`src/rtl/riscv_mem_pkg.sv`:
```
// Shared types and width helpers for the cache refill/writeback arbiter.
// Imported by the round-robin grant logic and the arbiter top.
package riscv_mem_pkg;

  typedef enum logic [1:0] {
    StIdle  = 2'd0,
    StBurst = 2'd1,
    StDone  = 2'd2
  } arb_state_t;

  typedef enum logic {
    ArbIc = 1'b0,
    ArbDc = 1'b1
  } arb_client_t;

  function automatic int unsigned line_width(input int unsigned beats,
                                             input int unsigned data_w);
    return beats * data_w;
  endfunction

  function automatic int unsigned beat_off_bits(input int unsigned data_w);
    return $clog2(data_w / 8);
  endfunction

  function automatic int unsigned line_off_bits(input int unsigned beats,
                                                input int unsigned data_w);
    return $clog2((beats * data_w) / 8);
  endfunction

endpackage

```
`src/rtl/riscv_mem_rr_arbiter.sv`:
```
// Two-input round-robin grant: a lone requester wins outright, a tie goes to the
// client that was not granted last. The last-grant state lives in the caller.
module riscv_mem_rr_arbiter
  import riscv_mem_pkg::*;
(
  input  logic ic_req_i,
  input  logic dc_req_i,
  input  logic last_dc_i,
  output logic gnt_valid_o,
  output logic gnt_dc_o
);

  always_comb begin
    gnt_valid_o = ic_req_i | dc_req_i;
    if (ic_req_i && dc_req_i) begin
      gnt_dc_o = ~last_dc_i;
    end else begin
      gnt_dc_o = dc_req_i;
    end
  end

endmodule

```
`src/rtl/riscv_mem_arbiter.sv`:
```
// Refill/writeback arbiter between the instruction and data caches and a single
// beat-wide handshaked memory port; serialises one whole line per grant.
module riscv_mem_arbiter
  import riscv_mem_pkg::*;
#(
  parameter int unsigned ADDR_W     = 64,
  parameter int unsigned DATA_W     = 64,
  parameter int unsigned LINE_BEATS = 2
) (
  input  logic                         i_riscv_arb_clk,
  input  logic                         i_riscv_arb_rst,

  input  logic                         i_riscv_arb_ic_req,
  input  logic [ADDR_W-1:0]            i_riscv_arb_ic_addr,
  output logic                         o_riscv_arb_ic_done,

  input  logic                         i_riscv_arb_dc_req,
  input  logic                         i_riscv_arb_dc_we,
  input  logic [ADDR_W-1:0]            i_riscv_arb_dc_addr,
  input  logic [LINE_BEATS*DATA_W-1:0] i_riscv_arb_dc_wdata,
  output logic                         o_riscv_arb_dc_done,

  output logic [LINE_BEATS*DATA_W-1:0] o_riscv_arb_rdata,

  output logic                         o_riscv_arb_mem_req,
  output logic                         o_riscv_arb_mem_we,
  output logic [ADDR_W-1:0]            o_riscv_arb_mem_addr,
  output logic [DATA_W-1:0]            o_riscv_arb_mem_wdata,
  input  logic                         i_riscv_arb_mem_ack,
  input  logic [DATA_W-1:0]            i_riscv_arb_mem_rdata
);

  localparam int unsigned LineW   = line_width(LINE_BEATS, DATA_W);
  localparam int unsigned BeatOff = beat_off_bits(DATA_W);
  localparam int unsigned LineOff = line_off_bits(LINE_BEATS, DATA_W);
  localparam int unsigned BeatW   = $clog2(LINE_BEATS);
  localparam int unsigned TagW    = ADDR_W - LineOff;

  localparam logic [BeatW-1:0] LastBeat = BeatW'(LINE_BEATS - 1);

  arb_state_t                          state_q, state_d;
  arb_client_t                         client_q, client_d;
  arb_client_t                         last_q, last_d;
  logic                                we_q, we_d;
  logic [BeatW-1:0]                    beat_q, beat_d;
  logic [TagW-1:0]                     line_q, line_d;
  logic [LINE_BEATS-1:0][DATA_W-1:0]   wbuf_q, wbuf_d;
  logic [LINE_BEATS-1:0][DATA_W-1:0]   rdata_q, rdata_d;

  logic        gnt_valid;
  logic        gnt_dc;
  logic [ADDR_W-1:0] gnt_addr;

  // Offset bits within a line are discarded: bursts always start at beat 0.
  logic unused_addr_bits;
  assign unused_addr_bits = ^{i_riscv_arb_ic_addr[LineOff-1:0],
                              i_riscv_arb_dc_addr[LineOff-1:0]};

  riscv_mem_rr_arbiter u_rr_arbiter (
    .ic_req_i    (i_riscv_arb_ic_req),
    .dc_req_i    (i_riscv_arb_dc_req),
    .last_dc_i   (last_q == ArbDc),
    .gnt_valid_o (gnt_valid),
    .gnt_dc_o    (gnt_dc)
  );

  assign gnt_addr = gnt_dc ? i_riscv_arb_dc_addr : i_riscv_arb_ic_addr;

  always_ff @(posedge i_riscv_arb_clk) begin
    if (i_riscv_arb_rst) begin
      state_q  <= StIdle;
      client_q <= ArbIc;
      last_q   <= ArbIc;
      we_q     <= 1'b0;
      beat_q   <= '0;
      line_q   <= '0;
      wbuf_q   <= '0;
      rdata_q  <= '0;
    end else begin
      state_q  <= state_d;
      client_q <= client_d;
      last_q   <= last_d;
      we_q     <= we_d;
      beat_q   <= beat_d;
      line_q   <= line_d;
      wbuf_q   <= wbuf_d;
      rdata_q  <= rdata_d;
    end
  end

  always_comb begin
    state_d  = state_q;
    client_d = client_q;
    last_d   = last_q;
    we_d     = we_q;
    beat_d   = beat_q;
    line_d   = line_q;
    wbuf_d   = wbuf_q;
    rdata_d  = rdata_q;

    unique case (state_q)
      StIdle: begin
        if (gnt_valid) begin
          state_d  = StBurst;
          client_d = gnt_dc ? ArbDc : ArbIc;
          we_d     = gnt_dc & i_riscv_arb_dc_we;
          beat_d   = '0;
          line_d   = gnt_addr[ADDR_W-1:LineOff];
          wbuf_d   = gnt_dc ? i_riscv_arb_dc_wdata : '0;
        end
      end
      StBurst: begin
        if (i_riscv_arb_mem_ack) begin
          if (!we_q) begin
            rdata_d[beat_q] = i_riscv_arb_mem_rdata;
          end
          beat_d = beat_q + 1'b1;
          if (beat_q == LastBeat) begin
            state_d = StDone;
          end
        end
      end
      StDone: begin
        last_d  = client_q;
        state_d = StIdle;
      end
      default: state_d = StIdle;
    endcase
  end

  always_comb begin
    o_riscv_arb_mem_req   = 1'b0;
    o_riscv_arb_mem_we    = 1'b0;
    o_riscv_arb_mem_addr  = '0;
    o_riscv_arb_mem_wdata = '0;
    o_riscv_arb_ic_done   = 1'b0;
    o_riscv_arb_dc_done   = 1'b0;

    unique case (state_q)
      StBurst: begin
        o_riscv_arb_mem_req   = 1'b1;
        o_riscv_arb_mem_we    = we_q;
        // Beat index drops straight into the offset field, so no carry into the tag.
        o_riscv_arb_mem_addr  = {line_q, beat_q, {BeatOff{1'b0}}};
        o_riscv_arb_mem_wdata = wbuf_q[beat_q];
      end
      StDone: begin
        o_riscv_arb_ic_done = (client_q == ArbIc);
        o_riscv_arb_dc_done = (client_q == ArbDc);
      end
      default: ;
    endcase
  end

  assign o_riscv_arb_rdata = LineW'(rdata_q);

endmodule

```
`config.mk`:
```
export PLATFORM = sky130hd
export DESIGN_NAME = riscv_mem_arbiter
export DESIGN_NICKNAME = d
export VERILOG_FILES = /design/src/rtl/riscv_mem_pkg.sv /design/src/rtl/riscv_mem_rr_arbiter.sv /design/src/rtl/riscv_mem_arbiter.sv
export SDC_FILE = /design/constraint.sdc
export NUM_CORES = 1
export LEC_CHECK = 0
export ABC_AREA = 1
export CAP_MARGIN = 20
export CORE_AREA = 2 2 227 229
export DETAILED_ROUTE_END_ITERATION = 8
export DIE_AREA = 0 0 229 231
export PLACE_DENSITY_LB_ADDON = 0.25
export SYNTH_ARGS = -nofsm -noshare
export SYNTH_HDL_FRONTEND = slang
export SYNTH_SLANG_ARGS = --single-unit
```
`constraint.sdc`:
```
create_clock -name i_riscv_arb_clk -period 1.8 [get_ports i_riscv_arb_clk]
set_clock_uncertainty 0.2 [all_clocks]
set_input_delay 0.54 -clock i_riscv_arb_clk [delete_from_list [all_inputs] [get_ports i_riscv_arb_clk]]
set_output_delay 0.54 -clock i_riscv_arb_clk [all_outputs]
set_load 0.02 [all_outputs]
```
### Word level (Yosys, flattened, before mapping)

Index checks and enable logic that the tools add are counted.
Widths: inputs -> output; s select.

* output and inout port bits: 260
* bits of input ports: 326
* word-level logic and storage cells: 53
* memory bits (writable): 0
* memories: 0
* bits in read-only memories: 0
* flip-flop bits (word level): 322
* bits in latches: 0

* eq/ne operators: 5
* $add $sub $neg: 1
* div/mod/pow operators: 0
* $lt $le $gt $ge: 2
* mux-type cells: 22
* reductions and logical operators: 8
* shifts and indexed selects: 0
* $mul: 0
* bitwise logic cells: 5

Operators by type and width (count)
* $mux 64: 6
* $bwmux 128: 1
* $mux 128: 1
* $demux 64 s1: 1
* $reduce_and 3->1: 3
* $mux 1: 8
* $mux 2: 3
* $ne 2x2->1 const B: 3
* $pmux 2 s2: 1
* $not 1->1: 3
* $eq 2x1->1 const B: 1
* $eq 2x2->1 const B: 1
* $logic_and 1x1->1: 2
* $logic_not 2->1: 1
* $lt 1x2->1 const B: 1
* $pmux 1 s2: 1
* $reduce_and 2->1: 1
* $reduce_bool 2->1: 1
* $add 1x1->1 const B: 1
* $and 1x1->1: 1
* $ge 1x1->1 const B: 1
* $or 1x1->1: 1

### Depth between registers and ports, before layout

Gate-level depths: netlist (run 1).

* depth after elaboration: 5
* mapped depth: 8

### By module

From an unflattened synthesis (run 1), not the netlist that was laid out.

* cells, all modules: 2346
* area total of the unflattened synthesis: 14720.4 um^2

By module, submodules not included
* riscv_mem_arbiter: times used 1, sequential area each 6446.2 um^2, cells an instance 2343, area an instance 14705.4 um^2
* riscv_mem_rr_arbiter: times used 1, sequential area each 0.0 um^2, cells an instance 3, area an instance 15.0 um^2

### Worst setup path before layout (run 1)

Ideal clock, no wire load.

* kind: register to output
* start point: register state_q[0]
* end point: output port o_riscv_arb_mem_wdata[29]
* slack: -0.345 ns
* arrival: 1.405 ns
* path buffers: 1
* data required time: 1.060 ns
* stages on the path, launching flop included: 8
* path through: dfxtp_1 -> inv_2 -> nor2_4 -> nand2_1 -> inv_1 -> clkbuf_1 -> nand2_1 -> nand2_1

* longest elaborated chain between the ends: 2

Ends and longest elaborated chain
* from (decl): line riscv_mem_arbiter.sv:41 `arb_state_t state_q, state_d;`
* from (signal assigned): line riscv_mem_arbiter.sv:71 `state_q <= StIdle;`
* from (signal assigned): line riscv_mem_arbiter.sv:80 `state_q <= state_d;`
* $eq 2x1->1: line riscv_mem_arbiter.sv:139 `unique case (state_q)`
* $mux 64: line riscv_mem_arbiter.sv:139
* to (decl): line riscv_mem_arbiter.sv:28 `output logic [DATA_W-1:0] o_riscv_arb_mem_wdata,`

Every way passes these cells.

### Final worst setup path (run 1)

* start point: register state_q[0]
* end point: output port o_riscv_arb_mem_wdata[45]

Same word-level chain as after synthesis.

==> results of run 1 <==
per-stage QoR:
step | worst slack, ns | cells | cell area (um^2) | util (%)
after CTS | -0.8645 | 4099 | 25470 | 50.27
after global routing | -0.9357 | 4125 | 26310 | 51.91
after global placement | -0.7028 | 4013 | 24070 | 47.49
after floorplan | -0.2037 | 2800 | 16780 | -
after detailed placement | -0.7247 | 4013 | 24070 | 47.49
final | -0.8614 | 4127 | 26310 | 51.92
worst max-delay path, stage by stage, from the launching register on:
cell	delay, ns
dfxtp_2	0.33
inv_2	0.05
nor2_4	0.14
inv_4	0.06
nor2_4	0.17
buf_6	0.18
clkbuf_16	0.20
nand2_1	0.07
nand2_2	0.06
buf_6	0.11
synth_stat cells (2+ instances only):
cell | instances | area [um^2]
nand2_1 | 955 | 3585
inv_1 | 577 | 2166
nor2_1 | 503 | 1888
dfxtp_1 | 322 | 6446
a21oi_1 | 132 | 660.6
nand3_1 | 130 | 650.6
clkbuf_1 | 88 | 330.3
buf_2 | 44 | 220.2
buf_4 | 19 | 142.6
buf_1 | 14 | 52.55
inv_2 | 4 | 15.01
nand4_2 | 2 | 25.02
nor3_1 | 2 | 10.01
area by class of cell:
cell class	count	area share (%)
antenna	10	0.09510
clock buffer	64	4.689
clock inverter	8	0.2996
inverter	581	8.364
multi-input combinational	1731	28.91
sequential	322	24.97
tap	680	3.233
timing repair buffer	731	29.43
per-layer routing:
metal  global-route usage (%)  wire length, um  vias to the layer above
li1                         -                -                     9226
met1                    25.77            24880                     7724
met5                        0               55                        -
met4                    9.294             2371                        8
met3                    5.867             4577                      139
met2                    37.42            29290                      556
logic make-up (layout without fill, tap and decap cells):
logic type	after synthesis	in the layout	synth area share, %
buffers and inverters	747	1384	18.07
other	1	13	0.02310
flip-flops	322	322	39.71
AND/OR/NAND/NOR	1594	1594	38.04
AO/OA/AOI/OAI	134	134	4.154
repair_timing:
item | 4_1_cts | 5_1_grt
setup buffers | 11 | 9
pin swaps | 6 | 6
resized for setup | 1422 | 184
cloned | 5 | 11
setup endpoints to repair | 339 | 299
endpoints found under the hold margin | 0 | 0
where the power goes:
part	total, mW	switching [mW]	internal [mW]
clock	8.02	3.19	4.83
sequential	8.07	0.344	7.73
combinational	6.33	3.42	2.91
total	22.4	6.95	15.5
state kept, by name, summed over array words and instances, names as in the netlist:
signal and count:
client_q 1, state_q 2, o_riscv_arb_rdata 128, line_q 60
we_q 1, wbuf_q 128, last_q 1, beat_q 1
placed cells by master, fill, tap and decap left out, types with 3 or more instances in the layout:
| cell | n |
|---|---|
| nand2_2 | 81 |
| inv_1 | 575 |
| clkinv_2 | 5 |
| a21oi_1 | 132 |
| buf_12 | 41 |
| nor2_2 | 7 |
| buf_16 | 8 |
| clkdlybuf4s50_1 | 314 |
| nor2_1 | 455 |
| nand3_1 | 130 |
| clkbuf_16 | 53 |
| nor2_4 | 43 |
| buf_4 | 195 |
| nand2_4 | 25 |
| diode_2 | 10 |
| buf_6 | 156 |
| clkbuf_8 | 10 |
| dfxtp_1 | 226 |
| dfxtp_2 | 94 |
| nand2_1 | 849 |
| clkbuf_1 | 12 |
| conb_1 | 3 |
path summary, 6_finish.rpt:
check | start | end | slack (ns) | cells past startpoint
worst max-delay path | state_q[0] | o_riscv_arb_mem_wdata[45] | -0.86 | 9
worst min-delay path | i_riscv_arb_rst | o_riscv_arb_rdata[61] | 0.17 | 4
worst max register to register | state_q[0] | state_q[0] | 0.09 | 9
worst min register to register | wbuf_q[110] | wbuf_q[110] | 0.26 | 2
==> metrics.txt, run 1 <==
WL/cell 14.82 um; failing checks setup timing; Fillers 5,124; Placer Congestion 0.8479; final net count 3,733; Initial Utilization 32.03%; total track usage 21.87%; Peak supply drop 0.0006146 V; H-tree depth 2; DP HPWL 42,930 um; FP Rows 83; IO Pins 586; Initial DRC Count 933; Via density 4.277; Routed Antenna Nets 0; Port Buffer Count 574; DIE AREA 52,900 um^2; Pre-Repair DR Iteration Count 5; Post-synth top flop dfxtp_1; hold slack 0.1745 ns; clock transition at the registers of the reported paths 0.06 ns; Num CTS Buffers 40; Post-Route WL 61,180 um; sequential area share after synthesis 39.71%; Req. time, crit path 1.06 ns; Yosys reg bits 322; Min Clock Period, post-route 2.661 ns; number of max-cap violations 0; cts hold-fix bufs 0; Ys Warns 0; CP Data Arrival Time 1.92 ns; vias 17,650; initial antenna violation count 14; total negative slack -97.97 ns; DIE WIDTH 229 um; Synth cell types 19; Final Setup Violations 129; final setup margin -0.8614 ns; Die Y 231 um; core region area 50,680 um^2; Mapped Area 16,230 um^2; status complete, but fails checks; CTS tree yes; final total power 22.42 mW; Final Max Slew Viols 0; Pleak 13.25 nW; latest clock arrival within the worst-skew pair 0.56 ns; Synth Instances 2,798; RSZ-0062 raised after global routing true; CTS max path bufs 3; Hold Fails Final Rpt 0; FF+latch area 6571 um^2; grt ovf 0; CP Launch Type register; ratio of cells with drive above 1 in the final layout 21.41%; multi-input combinational cell area 7607 um^2; power density over the cells 851.9 nW/um^2; FMAX 375.7 MHz; first-pass GRT wire length 91,540 um; Min-Delay Path Class input port to register; crit path capture type output port; critical path type register to output port; Post-synth ARST share 0%; largest net degree at the start of global routing 73; number of global-route vias before repair 16,460; highest net fanout along the worst path 8; number of synthesized flops with an enable pin 0; CTS root buffer clkbuf_16; Synth-to-Final Area Change 62.08%; Mean Syn Cell Area 5.802 um^2; CTS Sinks 322; Tcrit/Tclk final 147.9%; # DRC 0
(Power assumes the default switching activity.)
==> run 2: changes to the inputs <==
--- a/config.mk
+++ b/config.mk
@@ -10,7 +10,9 @@
 export CORE_AREA = 2 2 227 229
 export DETAILED_ROUTE_END_ITERATION = 8
 export DIE_AREA = 0 0 229 231
+export HOLD_SLACK_MARGIN = 0.02
 export PLACE_DENSITY_LB_ADDON = 0.25
+export SLEW_MARGIN = 40
 export SYNTH_ARGS = -nofsm -noshare
 export SYNTH_HDL_FRONTEND = slang
 export SYNTH_SLANG_ARGS = --single-unit
==> results of run 2 <==
No change in the layout: final DEF, timing and power equal those of run 1.
==> run 3: changes to the inputs <==
--- a/config.mk
+++ b/config.mk
@@ -12,6 +12,8 @@
 export DIE_AREA = 0 0 229 231
 export HOLD_SLACK_MARGIN = 0.02
 export PLACE_DENSITY_LB_ADDON = 0.25
+export RECOVER_POWER = 100
+export SKIP_CTS_REPAIR_TIMING = 1
 export SLEW_MARGIN = 40
 export SYNTH_ARGS = -nofsm -noshare
 export SYNTH_HDL_FRONTEND = slang
==> run 3 against run 2 <==
  * The flow still finishes with violations (setup timing)
  * Sequential cell count did not move
  * Die area did not move
  * Critical path type unchanged
  * Largest cell class is now multi-input gates
  * Sequential power shrank 1%
  * Power shrank 2.6%
  * Final cell count is 0.63% lower
  * Count of clock-buffer cells in the layout unchanged
  * Highest routed layer unchanged
  * First-iteration DRC count down 8.9%
  * Maximum frequency up 1.7%
==> metrics.txt, run 3 (synthesis results as in run 1) <==
status complete, but fails checks; failing checks setup timing; grt ovf 0 (unchanged); CTS Sinks 322 (unchanged); latest clock arrival within the worst-skew pair 0.56 ns (about the same); critical path type register to output port; DIE WIDTH 229 um (unchanged); crit-path cells inv_2, nor2_4, inv_4, nor2_4, buf_12, buf_12, nand2_1, nand2_2, clkbuf_2; number of global-route vias before repair 16,170 (-1.8%); FMAX 382.1 MHz (+1.7%); RSZ-0062 raised after global routing true; final setup margin -0.8171 ns (+0.04427 ns); Die Y 231 um (unchanged); total track usage 21.20% (-0.67 points); Rel. slew slack 47.70%; design area 25,200 um^2 (-4.2%); post-layout util 49.72% (-2.2 points); Pleak 12.41 nW (-6.4%); Req. time, crit path 1.06 ns (about the same); final total power 21.84 mW (-2.6%); Final Setup Violations 323 (+150%); number of max-cap violations 0 (unchanged); Via density 4.235 (-0.99%); WL/cell 14.42 um (-2.7%); clock transition at the registers of the reported paths 0.06 ns (about the same); Final Max Slew Viols 0 (unchanged); Placed Area 24,070 um^2 (unchanged); CTS root buffer clkbuf_16; Peak supply drop 0.0006306 V (+2.6%); Initial DRC Count 850 (-8.9%); Post-Route WL 59,150 um (-3.3%); initial antenna violation count 11 (-3); Pre-Repair DR Iteration Count 5 (unchanged); CP peak stage delay 0.33 ns (about the same); power density over the cells 866.7 nW/um^2 (+1.7%); IO Pins 586 (unchanged); H-tree depth 2 (unchanged); DIE AREA 52,900 um^2 (unchanged); Initial Utilization 32.03% (unchanged); Min-Delay Path Class input port to register; Placer Congestion 0.8479 (unchanged); slowest CP cell dfxtp_2; Routed Antenna Nets 0 (unchanged); CP Data Arrival Time 1.88 ns (-0.04 ns); Synth-to-Final Area Change 55.21%; Port Buffer Count 574 (unchanged); CTS tree yes; crit path capture type output port; core region area 50,680 um^2 (unchanged); worst path buffer plus inverter count 5 (unchanged); ratio of cells with drive above 1 in the final layout 12.98% (-8.4 points); commonest non-fill, non-tap cell in the layout nand2_1; Tcrit/Tclk final 145.4% (-2.5 points); # DRC 0 (unchanged); CTS max path bufs 3 (unchanged); crit-path leading delay family buffers and inverters; highest net fanout along the worst path 17 (+9); Num CTS Buffers 40 (unchanged); Fillers 5,271 (+2.9%); largest net degree at the start of global routing 73 (unchanged); total negative slack -169.76 ns (-71.79 ns); vias 17,370 (-1.6%); final net count 3,709 (-0.64%); DP HPWL 42,930 um (unchanged); worst slew pin tran 0.7844 ns; CP Launch Type register; commonest non-fill, non-tap cells in the layout nand2_1, inv_1, nor2_1, clkdlybuf4s50_1, dfxtp_1; FP Rows 83 (unchanged); Min Clock Period, post-route 2.617 ns (-0.04427 ns); Hold Fails Final Rpt 0 (unchanged); first-pass GRT wire length 89,180 um (-2.6%)
==> run 3: cell types whose count changed in the layout (fill, tap and decap cells not counted), moves of 6 or more <==
cell | previous run | this run
dfxtp_1 | 226 | 320
nand2_1 | 849 | 888
dfxtp_2 | 94 | 2
buf_4 | 195 | 119
buf_2 | 2 | 9
clkbuf_16 | 53 | 47
clkdlybuf4s50_1 | 314 | 443
buf_6 | 156 | 17
nand2_4 | 25 | 4
nand2_2 | 81 | 63
buf_16 | 8 | 0
clkbuf_2 | 0 | 61
==> run 3: area by class of cell <==
class	count	area (um^2)	share of cell area, %
multi-input cells	1731	7380	29.29
clock buffers	64	1234	4.896
diodes	8	20.02	0.07945
inverters	581	2198	8.724
flip-flops and latches	322	6449	25.59
clock inverters	8	78.83	0.3128
well taps	680	850.8	3.377
repair buffers	707	6988	27.73
==> run 3: layer usage <==
layer | GRT usage, % | up-vias | share of wire (%)
met4 | 7.163 | 6 | 3.3
met3 | 5.731 | 112 | 7.4
li1 | - | 9167 | -
met1 | 24.85 | 7553 | 41
met5 | 0 | - | 0.068
met2 | 37.25 | 530 | 48
==> run 3: worst register-to-register path, cell delays in order (launching register included) <==
cell and delay, ns:
dfxtp_2 0.41, buf_4 0.62, inv_2 0.18, nand4_4 0.23, buf_12 0.20, nand2_1 0.08, inv_1 0.05, nor2_1 0.04
==> run 3: through the flow <==
step	std cells	worst slack [ns]	hold slack, ns
2_1_floorplan	2800	-0.2037	0.2445
3_3_place_gp	4013	-0.7028	0.2536
3_5_place_dp	4013	-0.7247	0.2567
4_1_cts	4085	-1.343	0.1575
5_1_grt	4098	-0.8898	0.1866
6_report	4101	-0.8171	0.1835
==> run 3: where the power goes <==
| group | internal, mW | switching (mW) | total [mW] |
|---|---|---|---|
| combinational | 2.58 | 3.26 | 5.84 |
| clock | 4.83 | 3.18 | 8.02 |
| sequential | 7.70 | 0.285 | 7.98 |
| total | 15.1 | 6.73 | 21.8 |
==> run 3: final timing paths <==
kind                                 startpoint                        end  slack [ns]  depth (start not counted)
worst max-delay path                 state_q[0]  o_riscv_arb_mem_wdata[14]       -0.82                          9
worst min-delay path            i_riscv_arb_rst      o_riscv_arb_rdata[61]        0.18                          4
worst max register to register           beat_q      o_riscv_arb_rdata[42]       -0.30                          7
worst min register to register      wbuf_q[110]                wbuf_q[110]        0.26                          2
